===== config.mk =====
export PLATFORM = sky130hd
export DESIGN_NAME = camera_sensor_emulator
export DESIGN_NICKNAME = d
export VERILOG_FILES = /design/src/rtl/camera_sensor_emulator.sv
export SDC_FILE = /design/constraint.sdc
export NUM_CORES = 1
export LEC_CHECK = 0
export CAP_MARGIN = 20
export CORE_UTILIZATION = 53
export CTS_BUF_LIST = sky130_fd_sc_hd__clkbuf_16
export CTS_CLUSTER_SIZE = 8
export DETAILED_ROUTE_END_ITERATION = 16
export PLACE_DENSITY = 0.76
export SLEW_MARGIN = 20
export SYNTH_ARGS = -nofsm -noshare
export SYNTH_HDL_FRONTEND = slang
export SYNTH_SLANG_ARGS = --single-unit
export TNS_END_PERCENT = 5

===== constraint.sdc =====
create_clock -name clock -period 3.83 [get_ports clock]
set_input_delay 0.9575 -clock clock [delete_from_list [all_inputs] [get_ports clock]]
set_output_delay 0.9575 -clock clock [all_outputs]
set_load 0.01 [all_outputs]

===== src/rtl/camera_sensor_emulator.sv =====
// camera_sensor_emulator: synthetic FVAL/LVAL/pixel source with programmable geometry, blanking and test patterns
module camera_sensor_emulator #(
   parameter int N       = 12,
   parameter int FV_HEAD = 2,
   parameter int H_BLANK = 3,
   parameter int FV_TAIL = 2,
   parameter int V_BLANK = 5
) (
   input  logic          clock,
   input  logic          reset_n,
   input  logic [11:0]   in_columns,
   input  logic [11:0]   in_rows,
   input  logic [1:0]    in_pattern,
   input  logic          in_start,
   input  logic          in_continuous,
   input  logic          in_stop,
   output logic          out_frame_valid,
   output logic          out_line_valid,
   output logic [N-1:0]  out_data,
   output logic          out_busy,
   output logic [31:0]   out_frame_count
);
   localparam logic [2:0] IDLE   = 3'd0;
   localparam logic [2:0] HEAD   = 3'd1;
   localparam logic [2:0] LINE   = 3'd2;
   localparam logic [2:0] HBLANK = 3'd3;
   localparam logic [2:0] TAIL   = 3'd4;
   localparam logic [2:0] VBLANK = 3'd5;
   localparam logic [15:0] HEAD_END = 16'(FV_HEAD - 1);
   localparam logic [15:0] HB_END   = 16'(H_BLANK - 1);
   localparam logic [15:0] TAIL_END = 16'(FV_TAIL - 1);
   localparam logic [15:0] VB_END   = 16'(V_BLANK - 1);

   logic [2:0]   state;
   logic [15:0]  cnt;
   logic [11:0]  cols, rows, x, y;
   logic [1:0]   pat;
   logic [N-1:0] pix, pix_value;
   logic         stop_pending, geom_ok;

   assign geom_ok   = in_columns != 12'd0 && in_rows != 12'd0;
   assign pix_value = pat == 2'd0 ? pix :
                      pat == 2'd1 ? N'(x) :
                      pat == 2'd2 ? N'(y) : {N{x[3] ^ y[3]}};

   // Outputs are registered views of the state, so they trail the FSM by one cycle.
   always_ff @(posedge clock or negedge reset_n) begin
      if (!reset_n) begin
         state           <= IDLE;
         cnt             <= '0;
         cols            <= '0;
         rows            <= '0;
         x               <= '0;
         y               <= '0;
         pat             <= '0;
         pix             <= '0;
         stop_pending    <= 1'b0;
         out_frame_valid <= 1'b0;
         out_line_valid  <= 1'b0;
         out_data        <= '0;
         out_busy        <= 1'b0;
         out_frame_count <= '0;
      end else begin
         out_frame_valid <= state inside {HEAD, LINE, HBLANK, TAIL};
         out_line_valid  <= state == LINE;
         out_data        <= state == LINE ? pix_value : '0;
         out_busy        <= state != IDLE;
         if (out_frame_valid && state == VBLANK) out_frame_count <= out_frame_count + 32'd1;
         if (state != IDLE && in_stop) stop_pending <= 1'b1;
         case (state)
            IDLE: if (in_start && geom_ok) begin
               cols  <= in_columns;
               rows  <= in_rows;
               pat   <= in_pattern;
               cnt   <= '0;
               state <= HEAD;
            end
            HEAD: if (cnt == HEAD_END) begin
               x     <= '0;
               y     <= '0;
               pix   <= '0;
               state <= LINE;
            end else cnt <= cnt + 16'd1;
            LINE: begin
               x   <= x + 12'd1;
               pix <= pix + N'(1);
               if (x == cols - 12'd1) begin
                  cnt   <= '0;
                  state <= y == rows - 12'd1 ? TAIL : HBLANK;
               end
            end
            HBLANK: if (cnt == HB_END) begin
               x     <= '0;
               y     <= y + 12'd1;
               state <= LINE;
            end else cnt <= cnt + 16'd1;
            TAIL: if (cnt == TAIL_END) begin
               cnt   <= '0;
               state <= VBLANK;
            end else cnt <= cnt + 16'd1;
            VBLANK: if (cnt != VB_END) cnt <= cnt + 16'd1;
            else if (in_continuous && !stop_pending && !in_stop && geom_ok) begin
               cols  <= in_columns;
               rows  <= in_rows;
               pat   <= in_pattern;
               cnt   <= '0;
               state <= HEAD;
            end else begin
               stop_pending <= 1'b0;
               state        <= IDLE;
            end
            default: state <= IDLE;
         endcase
      end
   end
endmodule

==> flow_summary.json <==
{
  "coreArea_mm2": 0.0128,
  "port_buffers": 77,
  "insertion_delay_ns": 0.43,
  "hold_viol": 0,
  "slowest_delay_ns": 0.79,
  "first_global_vias": 5368,
  "fillCellCount": 969,
  "pwr-share-clk_pct": 32.7,
  "via_per_inst": 5.91,
  "cp_common_cell": "a31oi_1",
  "synth_top_cell_by_area": "dfrtp_1",
  "path_clk_slew_ns": 0.06,
  "synth_most_common_cell": "dfrtp_1",
  "cp_data_arrival_time_ns": 3.57,
  "slew_headroom_pct": 29.6,
  "rows": 41,
  "die_h_um": 117,
  "worstReg2RegStart": "cols[3]$_DFFE_PN0P_",
  "end_kind": "flop",
  "syn_area_per_cell_um2": 9.77,
  "achievable-frequency_mhz": 302,
  "synth.top_cells.by_count": "dfrtp_1, nand2_1, nor2_1",
  "yosysSeqAreaShare_pct": 45.9,
  "yosys_warnings": 0,
  "overflow": 0,
  "synth_top_area_share_pct": 45.9,
  "fin_skew_ns": 0.00747,
  "cts-htree-levels": 4,
  "place.gp.congestion": 0.842,
  "required_ns": 4.09,
  "synth_top_flop_cell": "dfrtp_1",
  "power.switching_mw": 1.81,
  "synth_area_leaders": "dfrtp_1, xnor2_1, mux2_2",
  "r2r_slack_ns": 0.52,
  "drv_slew": 0,
  "r2r_end": "cnt[9]$_DFFE_PN0P_",
  "drive_above_1_share_pct": 11.8,
  "grt_max_degree": 67,
  "hold_ws_ns": 0.470,
  "critPathTopFamily": "compound AO/OA/AOI/OAI gates",
  "internal_power_mw": 3.47,
  "firstDrtPassIters": 5,
  "cts_hold_buf": 0,
  "powerDensity_mw_per_mm2": 617,
  "synth_nets": 761,
  "fin_nets": 827,
  "cp-start-kind": "flop",
  "synthArstFlopShare_pct": 100,
  "outcome": "complete, no violations",
  "postLayoutCellArea_mm2": 0.00857,
  "die_w_um": 117,
  "fin_crit_ns": 3.31,
  "drc_errors": 0,
  "initial_core_util_pct": 55.0,
  "antenna_violating_nets_post_route": 0,
  "hold_path_startpoint": "out_frame_count[31]$_DFFE_PN0P_",
  "antenna_cells": 0,
  "netlist_area_mm2": 0.00703,
  "worst_pin_slew_ns": 1.06,
  "post-dp-hpwl_um": 11800,
  "critPathSlowestCell": "a2111oi_4",
  "numCtsBuffers": 17,
  "fin_crit_sh_pct": 86.5,
  "io_pins": 78,
  "final_cells": 971,
  "leakage_nw": 3.70,
  "min_path_cells": 1,
  "ff2ff_path_depth": 7,
  "wirelength_um": 16500,
  "min_delay_worst_endpoint": "out_frame_count[31]$_DFFE_PN0P_",
  "placed_area_mm2": 0.00795,
  "ctsResizeCount": 0,
  "avgRoutedWirePerCell_um": 17.0,
  "grt_pass1_wl_um": 26600,
  "holdCritPathClass": "flop to flop",
  "clock_path_buffers": 2,
  "placedCellCount": 939,
  "seq_power_share_pct": 39.5,
  "peakVddDrop_uv": 425,
  "synth.distinct_cells": 58,
  "vias": 5740,
  "area_delta_synth_final_pct": 21.9,
  "clkSinkCount": 129,
  "worstPathMaxFanout": 16,
  "cts_tree": "yes",
  "fp.dieArea_mm2": 0.0137,
  "drtIter0Drc": 427,
  "setup_viol": 0,
  "cap_violations": 0,
  "swShare_pct": 34.3,
  "rsz0062_at_grt": "false",
  "postCtsSetupBuffers": 0,
  "ys_ff_latch": 129,
  "setup_tns_ns": 0,
  "antenna_found_initial": 0,
  "cp_num_buf_inv": 0,
  "synthCells": 720,
  "grt_usage_pct": 25.6,
  "ctsRootBufferMaster": "clkbuf_16",
  "synth_edf_count": 0,
  "comb_power_share_pct": 27.8,
  "critPathKind": "flop to flop",
  "path_cells": "or4_1 -> nor3_1 -> a32oi_1 -> a31oi_1 -> a31oi_2 -> a2111oi_4 -> a31oi_1"
}
==> kinds of logic after synthesis <==
logic type / count (synthesis) / synth area share [%]
compound gates: 131 / 13.2
flops: 129 / 45.9
fa+ha+maj: 10 / 1.78
xor+xnor: 75 / 9.34
mux: 41 / 6.51
buf+inv: 58 / 3.33
simple gates: 276 / 19.9
==> worst register-to-register path: stages (launching register included) <==
cell	delay, ns
dfrtp_1	0.47
or4_1	0.71
nor3_1	0.31
a32oi_1	0.14
a31oi_1	0.31
a31oi_2	0.23
a2111oi_4	0.79
a31oi_1	0.19
==> flip-flops by register name, indices dropped and copies added, names as in the netlist <==
register,count
out_data,12
out_busy,1
out_frame_count,32
rows,12
pat,2
out_frame_valid,1
out_line_valid,1
y,12
x,12
cnt,16
cols,12
state,3
pix,12
stop_pending,1
==> layer usage <==
layer / track usage [%] / share of wire (%)
met2: 41.7 / 49
met1: 32.9 / 44
met3: 6.28 / 5.2
met4: 9.79 / 1.7
met5: 0 / 0
==> metrics by stage <==
| step | util, % | setup WS (ns) | total power [mW] |
|---|---|---|---|
| 2_1_floorplan | - | 0.928 | 3.11 |
| 3_3_place_gp | 62.2 | 0.509 | 3.46 |
| 4_1_cts | 67.1 | 0.533 | 5.29 |
| 6_report | 67.1 | 0.519 | 5.28 |
| 5_1_grt | 67.1 | 0.214 | 5.59 |
| 3_5_place_dp | 62.2 | 0.398 | 3.56 |
==> cells in the final DEF (no fill, tap or decap), drive strengths merged, types with 3 or more instances in the layout <==
cell type | netlist | routed
dfrtp | 129 | 129
clkdlybuf4s50 | 0 | 76
nand2 | 67 | 67
nor2 | 62 | 62
xnor2 | 50 | 50
mux2 | 38 | 38
o21ai | 33 | 33
nand3 | 25 | 25
xor2 | 25 | 25
a31oi | 24 | 24
a21oi | 23 | 23
nor3 | 23 | 23
nand4 | 20 | 20
inv | 17 | 19
and3 | 19 | 19
clkbuf | 33 | 17
nor4 | 15 | 15
buf | 8 | 12
o221a | 11 | 11
ha | 10 | 10
or3 | 9 | 9
nand2b | 6 | 6
and4 | 6 | 6
clkinv | 0 | 6
o31ai | 5 | 5
bufinv | 0 | 5
and2 | 4 | 4
a32oi | 4 | 4
a211oi | 4 | 4
a21o | 4 | 4
a2111oi | 4 | 4
mux2i | 3 | 3
or4 | 3 | 3
o211ai | 3 | 3
nand3b | 3 | 3
nand4b | 3 | 3
nor2b | 3 | 3
a41oi | 3 | 3
==> area by class of cell <==
class                           instances  area, µm²  area share (%)
Multi-Input combinational cell        533       3580            41.7
Sequential cell                       129       3230            37.7
Timing Repair Buffer                   88        863            10.1
Clock buffer                           17        425            4.96
Tap cell                              172        215            2.51
Clock inverter                         15        199            2.32
Inverter                               17       63.8           0.745
==> power groups by stage <==
stage                     Combinational (mW)  Sequential, mW  Clock [mW]
after CTS                               1.47            2.08        1.75
after floorplan                         1.22            1.89           0
after detailed placement                1.46            2.10           0
after global placement                  1.39            2.07           0
after global routing                    1.63            2.14        1.82
final                                   1.47            2.09        1.73
==> worst max-delay path by stage <==
stage / start / endpoint / slack [ns] / cells after the start
2_1_floorplan: in_rows[2] / cols[10]$_DFFE_PN0P_ / 0.93 / 8
3_3_place_gp: in_rows[6] / cnt[1]$_DFFE_PN0P_ / 0.51 / 7
3_5_place_dp: in_rows[6] / cnt[1]$_DFFE_PN0P_ / 0.40 / 7
4_1_cts: cols[3]$_DFFE_PN0P_ / cnt[9]$_DFFE_PN0P_ / 0.53 / 7
5_1_grt: cols[3]$_DFFE_PN0P_ / cnt[13]$_DFFE_PN0P_ / 0.21 / 7
6_report: cols[3]$_DFFE_PN0P_ / cnt[9]$_DFFE_PN0P_ / 0.52 / 7
No activity file was read; power rests on OpenSTA's default activity.
